<file path="config.mk">
export PLATFORM = sky130hd
export DESIGN_NAME = handshake_monitor_mc
export DESIGN_NICKNAME = d
export VERILOG_FILES = /design/src/rtl/hsmon_pkg.sv /design/src/rtl/hsmon_channel.sv /design/src/rtl/handshake_monitor_mc.sv
export SDC_FILE = /design/constraint.sdc
export NUM_CORES = 1
export LEC_CHECK = 0
export CAP_MARGIN = 10
export CORE_MARGIN = 2
export CORE_UTILIZATION = 56
export CTS_CLUSTER_DIAMETER = 30
export DETAILED_ROUTE_END_ITERATION = 6
export PLACE_DENSITY_LB_ADDON = 0.1
export SETUP_SLACK_MARGIN = 0.4
export SYNTH_ARGS = -nofsm -noshare
export SYNTH_HDL_FRONTEND = slang
export SYNTH_SLANG_ARGS = --single-unit
</file>
<file path="constraint.sdc">
create_clock -name clk -period 3.9 [get_ports clk]
set_input_delay 0.39 -clock clk [delete_from_list [all_inputs] [get_ports clk]]
set_output_delay 0.39 -clock clk [all_outputs]
set_load 0.005 [all_outputs]
</file>
<file path="src/rtl/hsmon_pkg.sv">
// Shared definitions for the multi-channel req/ack handshake monitor.
package hsmon_pkg;

    localparam int unsigned RULE_SPURIOUS = 0;
    localparam int unsigned RULE_EARLY    = 1;
    localparam int unsigned RULE_TIMEOUT  = 2;
    localparam int unsigned RULE_REQ_DROP = 3;
    localparam int unsigned RULE_W        = 4;

    typedef enum logic [1:0] {
        IDLE     = 2'd0,
        WAIT_ACK = 2'd1,
        DONE     = 2'd2,
        TOUT     = 2'd3
    } ch_state_e;

endpackage

</file>
<file path="src/rtl/hsmon_channel.sv">
// One req/ack channel: protocol FSM, ack edge detect, latency counter,
// registered fire pulses, sticky flags and a saturating violation counter.
module hsmon_channel
    import hsmon_pkg::*;
#(
    parameter int unsigned MIN_ACK = 2,
    parameter int unsigned MAX_ACK = 4,
    parameter int unsigned CNT_W   = 8
) (
    input  logic              clk,
    input  logic              reset_n,
    input  logic              enable,
    input  logic              clr,
    input  logic              req,
    input  logic              ack,
    output logic [RULE_W-1:0] fire,
    output logic [RULE_W-1:0] err_sticky,
    output logic [CNT_W-1:0]  err_cnt,
    output logic              busy
);

    localparam int unsigned LAT_W       = (MAX_ACK >= 1) ? $clog2(MAX_ACK + 1) : 1;
    localparam bit          EARLY_AT_L0 = (MIN_ACK > 0);

    ch_state_e         r_state;
    logic              r_ack_q;
    logic [LAT_W-1:0]  r_lat;
    logic [RULE_W-1:0] r_fire;
    logic [RULE_W-1:0] r_sticky;
    logic [CNT_W-1:0]  r_cnt;
    logic              r_busy;

    ch_state_e         w_next_state;
    logic [LAT_W-1:0]  w_next_lat;
    logic [RULE_W-1:0] w_viol;
    logic              w_ack_edge;
    logic              w_any_viol;
    logic              w_cnt_sat;

    // r_lat holds the latency that will apply at the next sampling edge
    always_comb begin
        w_next_state = r_state;
        w_next_lat   = r_lat;
        w_viol       = '0;
        w_ack_edge   = ack & ~r_ack_q;
        if (!enable) begin
            w_next_state = IDLE;
            w_next_lat   = '0;
        end else begin
            case (r_state)
                IDLE: begin
                    if (req) begin
                        w_next_lat = LAT_W'(1);
                        if (w_ack_edge) begin
                            w_viol[RULE_EARLY] = EARLY_AT_L0;
                            w_next_state       = DONE;
                        end else begin
                            w_next_state = WAIT_ACK;
                        end
                    end else if (w_ack_edge) begin
                        w_viol[RULE_SPURIOUS] = 1'b1;
                    end
                end
                WAIT_ACK: begin
                    if (w_ack_edge) begin
                        w_viol[RULE_EARLY] = (r_lat < LAT_W'(MIN_ACK));
                        w_next_state       = DONE;
                    end else if (!req) begin
                        w_viol[RULE_REQ_DROP] = 1'b1;
                        w_next_state          = IDLE;
                    end else if (r_lat == LAT_W'(MAX_ACK)) begin
                        w_viol[RULE_TIMEOUT] = 1'b1;
                        w_next_state         = TOUT;
                    end else begin
                        w_next_lat = r_lat + LAT_W'(1);
                    end
                end
                DONE: begin
                    w_viol[RULE_SPURIOUS] = w_ack_edge;
                    if (!req) begin
                        w_next_state = IDLE;
                    end
                end
                TOUT: begin
                    if (!req) begin
                        w_next_state = IDLE;
                    end
                end
                default: begin
                    w_next_state = IDLE;
                end
            endcase
        end
    end

    assign w_any_viol = |w_viol;
    assign w_cnt_sat  = (r_cnt == {CNT_W{1'b1}});

    // A violation on the clearing edge survives the clear
    always_ff @(posedge clk or negedge reset_n) begin
        if (!reset_n) begin
            r_state  <= IDLE;
            r_ack_q  <= 1'b0;
            r_lat    <= '0;
            r_fire   <= '0;
            r_sticky <= '0;
            r_cnt    <= '0;
            r_busy   <= 1'b0;
        end else begin
            r_state <= w_next_state;
            r_ack_q <= ack;
            r_lat   <= w_next_lat;
            r_fire  <= w_viol;
            r_busy  <= (w_next_state == WAIT_ACK);
            if (clr) begin
                r_sticky <= w_viol;
                r_cnt    <= CNT_W'(w_any_viol);
            end else begin
                r_sticky <= r_sticky | w_viol;
                if (w_any_viol && !w_cnt_sat) begin
                    r_cnt <= r_cnt + CNT_W'(1);
                end
            end
        end
    end

    assign fire       = r_fire;
    assign err_sticky = r_sticky;
    assign err_cnt    = r_cnt;
    assign busy       = r_busy;

endmodule

</file>
<file path="src/rtl/handshake_monitor_mc.sv">
// Passive multi-channel req/ack latency monitor; replicates hsmon_channel
// per channel and packs the per-channel results into flat output vectors.
module handshake_monitor_mc
    import hsmon_pkg::*;
#(
    parameter int unsigned NUM_CH  = 4,
    parameter int unsigned MIN_ACK = 2,
    parameter int unsigned MAX_ACK = 4,
    parameter int unsigned CNT_W   = 8
) (
    input  logic                     clk,
    input  logic                     reset_n,
    input  logic                     enable,
    input  logic                     clr,
    input  logic [NUM_CH-1:0]        req,
    input  logic [NUM_CH-1:0]        ack,
    output logic [NUM_CH*RULE_W-1:0] fire,
    output logic [NUM_CH*RULE_W-1:0] err_sticky,
    output logic [NUM_CH*CNT_W-1:0]  err_cnt,
    output logic [NUM_CH-1:0]        busy
);

    for (genvar c = 0; c < NUM_CH; c++) begin : g_ch
        hsmon_channel #(
            .MIN_ACK (MIN_ACK),
            .MAX_ACK (MAX_ACK),
            .CNT_W   (CNT_W)
        ) u_ch (
            .clk        (clk),
            .reset_n    (reset_n),
            .enable     (enable),
            .clr        (clr),
            .req        (req[c]),
            .ack        (ack[c]),
            .fire       (fire[c*RULE_W +: RULE_W]),
            .err_sticky (err_sticky[c*RULE_W +: RULE_W]),
            .err_cnt    (err_cnt[c*CNT_W +: CNT_W]),
            .busy       (busy[c])
        );
    end

endmodule

</file>
## Word level (Yosys, flattened, before mapping)

Cells that the tools add are included.

- $add $sub $neg: 8
- Order comparisons: 4
- Eq/ne operators: 44
- Mux-type cells: 116
- Bitwise gates (word level): 12
- Reduce and logical (&&, ||, !) cells: 28

Operators by type and width:

| operator | count |
|---|---|
| two-way mux 2 bit | 36 |
| two-way mux 8 bit | 8 |
| two-way mux 3 bit | 20 |
| != test 3 bit (second input constant) | 16 |
| adder 8 x 1 -> 8 bit (second input constant) | 4 |
| equality test 8 bit (second input constant) | 4 |
| two-way mux 4 bit | 8 |
| two-way mux 1 bit | 28 |
| one-hot mux 2 bit (3 select lines) | 4 |
| one-hot mux 3 bit (2 select lines) | 4 |
| AND reduction 5 bit | 4 |
| equality test 2 x 1 -> 1 bit (second input constant) | 8 |
| equality test 2 bit (second input constant) | 8 |
| bitwise OR 4 bit | 4 |
| one-hot mux 1 bit (2 select lines) | 8 |
| OR reduction 4 bit | 4 |
| adder 3 x 1 -> 3 bit (second input constant) | 4 |
| equality test 3 bit (second input constant) | 4 |
| < comparator 3 x 2 -> 1 bit (second input constant) | 4 |
| != test 3 x 1 -> 1 bit (second input constant) | 4 |
| zero test 2 bit | 4 |
| nonzero test 2 bit | 4 |
| OR reduction 2 bit | 4 |
| bitwise AND 1 bit | 4 |
| 3 further kinds | 12 |

- Bits in registers: 92
- Input port bits: 12
- Output and inout port bits: 68
- Word-level logic and storage cells: 240

## Longest topological paths before layout

Gate-level depths: netlist of run 1.

- Depth in word-level cells: 10
- Mapped depth: 8
- Gate-level depth less buffers: 7

## Hierarchy

A second synthesis of run 1 with hierarchy kept.

- Cell total of the unflattened synthesis: 454
- Area total of the unflattened synthesis: 4608.2 um^2

By module, submodules not included:

| module | instances | cells each | area each (um^2) | seq. area each (um^2) |
|---|---|---|---|---|
| hsmon_channel at g_ch[2].u_ch ... | 2 | 114 | 1162.4 | 575.6 |
| hsmon_channel at g_ch[1].u_ch | 1 | 117 | 1169.9 | 575.6 |
| hsmon_channel at g_ch[0].u_ch | 1 | 109 | 1113.6 | 575.6 |

## Worst setup path before layout of run 1

OpenSTA, ideal clock, no wires.

- Path kind: reg2reg
- Start: register g_ch[0].u_ch.r_state[0]
- End: register g_ch[0].u_ch.r_cnt[3]
- Data arrival time: 1860 ps
- Data required time: 3775 ps
- Setup slack: 1916 ps
- Stages on the path, launching flop included: 7
- Buffers on the path: 1
- Clock period less this slack: 1984 ps
- Path through: dfrtp_1 > or3b_1 > a2bb2oi_1 > o221a_1 > buf_2 > nor3b_1 > mux2_2

- Word-level cells in the longest chain between the ends: 6

Ends and longest elaborated chain:

| what | RTL line | source |
|---|---|---|
| from (decl) | hsmon_channel.sv:25 | `ch_state_e r_state;` |
| from (signal assigned) | hsmon_channel.sv:110 | `r_state <= w_next_state;` |
| equality test 2 bit (tied with other cells) | hsmon_channel.sv:50 | `case (r_state)` |
| one-hot mux 1 bit (2 select lines) or two-way mux 2 bit (tied branches) | hsmon_channel.sv:50 |  |
| two-way mux 4 bit * | hsmon_channel.sv:46 | `if (!enable) begin` |
| OR reduction 4 bit * | hsmon_channel.sv:96 | `assign w_any_viol = \|w_viol;` |
| logical AND 1 bit * | hsmon_channel.sv:120 | `if (w_any_viol && !w_cnt_sat) begin` |
| nonzero test 2 bit (no source line) * | - |  |
| to (signal assigned) | hsmon_channel.sv:117 | `r_cnt <= CNT_W'(w_any_viol);` |
| to (signal assigned) | hsmon_channel.sv:121 | `r_cnt <= r_cnt + CNT_W'(1);` |
| to (decl) | hsmon_channel.sv:30 | `logic [CNT_W-1:0] r_cnt;` |

Mark *: on every way between the ends. The rest lies on a longest branch, timed or not.
A chain may end at the register's enable or synchronous reset.

## Final worst setup path of run 1

- Start: input enable
- End: register g_ch[2].u_ch.r_cnt[3]

- Word-level cells in the longest chain between the ends: 4

Ends and longest elaborated chain:

| what | RTL line | source |
|---|---|---|
| from (decl) | handshake_monitor_mc.sv:13 | `input logic enable,` |
| two-way mux 4 bit | hsmon_channel.sv:46 |  |
| net g_ch[2].u_ch.w_viol[2] | hsmon_channel.sv:35 | `logic [RULE_W-1:0] w_viol;` |
| OR reduction 4 bit | hsmon_channel.sv:96 |  |
| logical AND 1 bit | hsmon_channel.sv:120 |  |
| nonzero test 2 bit (no source line) | - |  |
| to (signal assigned) | hsmon_channel.sv:117 |  |
| to (signal assigned) | hsmon_channel.sv:121 |  |
| to (decl) | hsmon_channel.sv:30 |  |

The timed path passes the listed nets, and every way through them passes these cells.

==> results of run 1 <==
[where the power goes]
part	switching, W	internal, W	leakage [nW]
Clock	0.000316	0.000307	0.0979
Combinational	0.000120	0.0000942	1.27
Sequential	0.0000287	0.000984	1.25
[cells by family (layout without fill, tap and decap cells)]
logic type / count (synthesis) / after routing / share of synthesized area (%)
flops: 92 / 92 / 50.31
compound gates: 112 / 112 / 16.71
xor+xnor: 2 / 2 / 0.3829
mux: 19 / 19 / 4.457
simple gates: 179 / 179 / 20.67
buf+inv: 46 / 126 / 4.184
fa+ha+maj: 12 / 12 / 3.281
[Yosys cell counts, drive strengths merged (3+ instances only)]
cell type,number
nand3,15
nand4b,3
a21boi,3
nor2,41
o21ai,22
a32o,3
o211ai,5
ha,12
mux2,11
nand2b,9
a21o,19
inv,28
and3,13
o32ai,3
dfrtp,92
a21oi,30
nor3b,7
clkbuf,10
nor2b,21
mux2i,8
nor3,9
nand4,9
a31oi,8
nand3b,3
buf,7
nand2,35
o41ai,3
[metal layers]
metal  wire length, um  GRT usage (%)
met2              5039          39.17
met5                 0              0
met4               131          6.522
met1              4473          32.43
met3               489          5.188
[sequential cells by signal, indices dropped and copies added, names as in the netlist]
register and cells:
g_ch.u_ch.busy 4, g_ch.u_ch.err_cnt 32, g_ch.u_ch.err_sticky 16, g_ch.u_ch.fire 16, g_ch.u_ch.r_ack_q 4, g_ch.u_ch.r_lat 12
g_ch.u_ch.r_state 8
[cell type report]
class | count | area [um2]
fillers | 596 | 2186
multi-input cells | 324 | 2082
clock buffers | 10 | 137.6
inverters | 29 | 108.9
flip-flops and latches | 92 | 2302
repair buffers | 82 | 810.8
clock inverters | 5 | 52.55
well taps | 102 | 127.6
[worst max-delay path, delay by kind of cell]
kind / cells / cell delay (ns)
buffers and inverters: 2 / 1.03
muxes: 1 / 0.34
and+or+nand+nor: 2 / 0.59
AOI/OAI and AO/OA: 2 / 0.40
[final timing paths]
path,slack (ns),to
hold / removal,0.08,g_ch[1].u_ch.err_cnt[3]
setup / recovery,1.39,g_ch[2].u_ch.err_cnt[3]
setup reg to reg,1.71,g_ch[0].u_ch.err_cnt[6]
hold reg to reg,0.48,g_ch[0].u_ch.err_sticky[1]
min in group clk,0.48,g_ch[0].u_ch.err_sticky[1]
max in group asynchronous,2.89,g_ch[1].u_ch.err_sticky[0]
[metrics by stage]
step	total power (W)	hold slack (ns)	area (um2)	util [%]	setup WS, ns
after floorplan	0.001142	0.09441	4576	-	1.916
after global placement	0.001236	0.4637	5431	69.57	1.169
after detailed placement	0.001246	0.4681	5431	69.57	1.091
after CTS	0.001868	0.1268	5622	72.00	1.462
after global routing	0.001948	0.1486	5622	72.00	1.296
final	0.001851	0.08370	5622	72.00	1.386
==> reports/results.ini, run 1 <==
[global_routing]
grt_max_degree = 63
grt_pass1_wl_um = 16790
grt_pass1_vias = 3571
antenna_found_initial = 0
grt_usage_pct = 23.86
overflow = 0

[sta]
max-slew-margin-rel_pct = 22.94
worstMarginPinSlew_ns = 1.155
rsz0062_at_grt = false
setup_violations = 0
finalClockSkew_ns = 0.01796
tns_ns = 0
period_share_pct = 64.46
fin_crit_ns = 2.514
timing.fmax_ghz = 0.3978
finalHoldViolations = 0
drv_slew = 0

[clocking]
clock_latency_ns = 0.35
tritoncts = built
clockBufferDepth = 2
hold_buffers = 0
cts-root-buf = clkbuf_8
post_cts_buffers = 0
post_cts_resized = 0
numCtsBuffers = 9
htree_levels = 3
clock-sinks = 92
clk_pin_slew_ns = 0.10

[yosys]
ys_types = 55
dominantRegCellSynth = dfrtp_1
synth_edf_count = 0
syn_inst = 462
synth_top_area_share_pct = 50.31
synthArstFlopShare_pct = 100.0
synth_top_area_cell = dfrtp_1
synthesis.nets = 486
synth_area_leaders = dfrtp_1, nor2_1, a21oi_1, ha_1, a21o_1
netlist_area_mm2 = 0.004576
yosysWarnings = 0
seq_area_frac_synth_pct = 50.31
syn_area_per_cell_um2 = 9.904
synth_seq_cells = 92

[finish]
drive_gt1_share_pct = 6.642
syn2layout_area_growth_pct = 22.86
final_common_cell = dfrtp_1
final_nets = 562
num_antenna_cells = 0
final-instance-count-excl-fill = 644
layout_common_cells = dfrtp_1, clkdlybuf4s50_1, nor2_1

[worst_setup_path]
crit_arrival_ns = 2.75
slowest_delay_ns = 0.75
cp_max_fo = 13
crit_start = enable
cp_cell_sequence = clkdlybuf4s50_1, buf_4, nand3b_1, nor3b_1, a31oi_2, a21oi_1, mux2_2
worstPathRequired_ns = 4.14
rr_worst_depth = 5
critPathSlowestCell = clkdlybuf4s50_1
r2r_start = g_ch[0].u_ch.r_state[0]
crit_path_start_kind = input pin
critPathKind = input pin to register
endpoint_kind = register

[floorplanning]
dieHeight_um = 94.39
fp.dieArea_mm2 = 0.008909
initial_core_util_pct = 58.61
dieWidth_um = 94.39
core_mm2 = 0.007807
row_count = 32
ioPinCount = 80

[routing]
routed_wl_um = 10130
routed_via_density = 5.873
drtAntennaViolNets = 0
routedWlPerCell_um = 15.73
drtIter0Drc = 156
dr.pass1.iters = 4
vias = 3782
drc = 0

[min_path]
hp-class = input pin to async pin

[run_status]
status = finished, final reports clean

[power]
leakagePower_nw = 2.617
peakVddDrop_uv = 263.2
p_per_area_mw_per_mm2 = 329.2

[place]
dpl.hpwl_um = 7116
routabilityCongestion = 0.9088
dpl.cell_count = 629
place.port_buffers = 79

[flow_run]
drv_cap = 0

Power figures use the tool's default switching activity.
==> inputs of run 2 (changes only) <==
- CORE_UTILIZATION: 56 -> 48
- clock period: 3.9 -> 2.1 ns (I/O delays scaled with it)
==> run 2 against run 1 <==
Non-clock buffer count rose by 74. Hold slack gained 0.26 ns. Utilization fell by 0.51 points. Total power up 100%. Critical endpoint is now g_ch[0].u_ch.err_cnt[3]. Count of clock-buffer cells in the layout did not move. Via count increased by 8.7%. Sequential power is 86% higher. Sequential share of layout area shrank 6.1 points. Global-route usage down 2.2 points. Final cell count increased by 16%. Register-to-register slack lost 1.6 ns.
==> reports/results.ini, run 2 (synthesized netlist as in run 1, its figures left out) <==
[routing]
dr.pass1.iters = 5  ; +1
drtIter0Drc = 144  ; -7.7%
drc = 0  ; unchanged
drtAntennaViolNets = 0  ; unchanged
vias = 4111  ; +8.7%
routedWlPerCell_um = 14.84  ; -5.7%
routed_via_density = 5.511  ; -6.2%
routed_wl_um = 11070  ; +9.3%

[global_routing]
grt_pass1_wl_um = 17880  ; +6.5%
grt_pass1_vias = 3813  ; +6.8%
grt_max_degree = 40  ; -37%
grt_usage_pct = 21.69  ; -2.2 points
antenna_found_initial = 0  ; unchanged
overflow = 0  ; unchanged

[sta]
drv_slew = 0  ; unchanged
max-slew-margin-rel_pct = 63.22  ; +40 points
finalClockSkew_ns = 0.01040  ; -0.007560 ns
finalHoldViolations = 0  ; unchanged
timing.fmax_ghz = 0.5107
setup_violations = 0  ; unchanged
worstMarginPinSlew_ns = 0.5511  ; -0.6035 ns
period_share_pct = 93.24
worst_hold_slack_ns = 0.3467  ; +0.2630 ns
rsz0062_at_grt = true
fin_crit_ns = 1.958
tns_ns = 0  ; unchanged

[clocking]
clock-sinks = 92  ; unchanged
clockBufferDepth = 2  ; unchanged
cts-root-buf = clkbuf_8
numCtsBuffers = 9  ; unchanged
tritoncts = built
clock_latency_ns = 0.36  ; about the same
htree_levels = 3  ; unchanged
clk_pin_slew_ns = 0.09  ; about the same

[worst_setup_path]
crit_arrival_ns = 2.20  ; -0.55 ns
cp_max_fo = 4  ; -9
critPathKind = register to register
endpoint_kind = register
timing.critical_path.buf_inv = 1  ; -1
cp_cell_sequence = or3b_4, a2bb2oi_2, o221a_4, buf_6, nor3b_4, mux2_4
slowest_delay_ns = 0.42  ; -0.33 ns
r2r_start = g_ch[0].u_ch.r_state[0]
crit_path_start_kind = register
worstPathRequired_ns = 2.35  ; -1.79 ns
critPathSlowestCell = dfrtp_1
crit_start = g_ch[0].u_ch.r_state[0]
crit_family = simple AND/OR/NAND/NOR gates

[power]
power_w = 0.003753  ; +100%
leakagePower_nw = 3.069  ; +17%
peakVddDrop_uv = 343.0  ; +30%
p_per_area_mw_per_mm2 = 568.1  ; +73%

[floorplanning]
dieHeight_um = 101.6  ; +7.7%
fp.dieArea_mm2 = 0.01033  ; +16%
dieWidth_um = 101.6  ; +7.7%
initial_core_util_pct = 49.52  ; -9.1 points
ioPinCount = 80  ; unchanged
core_mm2 = 0.009240  ; +18%
row_count = 35  ; +9.4%

[place]
dpl.hpwl_um = 7426  ; +4.3%
routabilityCongestion = 0.9057  ; -0.34%
place.port_buffers = 79  ; unchanged

[finish]
final_common_cell = dfrtp_1
syn2layout_area_growth_pct = 44.38
num_antenna_cells = 0  ; unchanged
layout_common_cells = dfrtp_1, clkdlybuf4s50_1, buf_4
drive_gt1_share_pct = 25.93  ; +19 points
largest_reg_flops = 32  ; unchanged
final_nets = 636  ; +13%

[run_status]
status = finished, final reports clean

[min_path]
hp-class = input pin to async pin

[flow_run]
drv_cap = 0  ; unchanged

## run 2: stage by stage
| step | area [um2] | std cells | setup WS [ns] | util [%] |
|---|---|---|---|---|
| 6_report | 6606 | 746 | 0.1420 | 71.50 |
| 4_1_cts | 6347 | 734 | 0.1421 | 68.69 |
| 3_3_place_gp | 5814 | 694 | -0.1193 | 62.92 |
| 3_5_place_dp | 5814 | 694 | -0.1511 | 62.92 |
| 5_1_grt | 6606 | 746 | 0.09884 | 71.50 |
| 2_1_floorplan | 4639 | 462 | 0.2387 | - |
## run 2: area by class of cell
type                       instances  area, um2
sequential                        92       2305
multi-input combinational        324       2409
inverter                          29      108.9
clock inverter                     6      87.58
clock buffer                      10      127.6
timing repair buffer             156       1408
fill                             637       2634
tap                              129      161.4
## run 2: worst reg2reg max path, delay by kind of cell, from the launching register on
kind / cells / cell delay, ns
flops: 1 / 0.42
mux: 1 / 0.31
compound gates: 2 / 0.41
buf+inv: 1 / 0.13
simple gates: 2 / 0.58
## run 2: path summary, 6_finish.rpt
kind / to / slack, ns / depth (start not counted)
min in group clk: g_ch[2].u_ch.r_ack_q / 0.35 / 1
min: g_ch[1].u_ch.err_cnt[5] / 0.35 / 2
min reg2reg: g_ch[2].u_ch.err_sticky[1] / 0.48 / 1
max: g_ch[0].u_ch.err_cnt[3] / 0.14 / 6
max in group asynchronous: g_ch[1].u_ch.r_state[0] / 1.04 / 3
max reg2reg: g_ch[0].u_ch.err_cnt[3] / 0.14 / 6
## run 2: what timing repair did
action | CTS | global route
hold endpoints to repair | 35 | 0
gates resized for setup | 37 | 37
hold buffers | 1 | 0
buffers inserted | 22 | 12
endpoints found under the setup margin | 30 | 32
pin swaps | 15 | 11
gates cloned | 1 | 0
## run 2: report_power, final
part / leakage, nW / internal, W / total (W) / switching (W)
logic: 1.71 / 0.000295 / 0.000581 / 0.000286
registers: 1.25 / 0.00183 / 0.00188 / 0.0000474
clock network: 0.111 / 0.000674 / 0.00130 / 0.000623
## run 2: routing by layer
metal / wire [um] / part of all wire (%) / track usage (%)
met5: 0 / 0 / 0
met3: 667 / 6.0 / 5.452
met1: 4775 / 43 / 28.27
met2: 5497 / 50 / 35.73
met4: 133 / 1.2 / 6.653
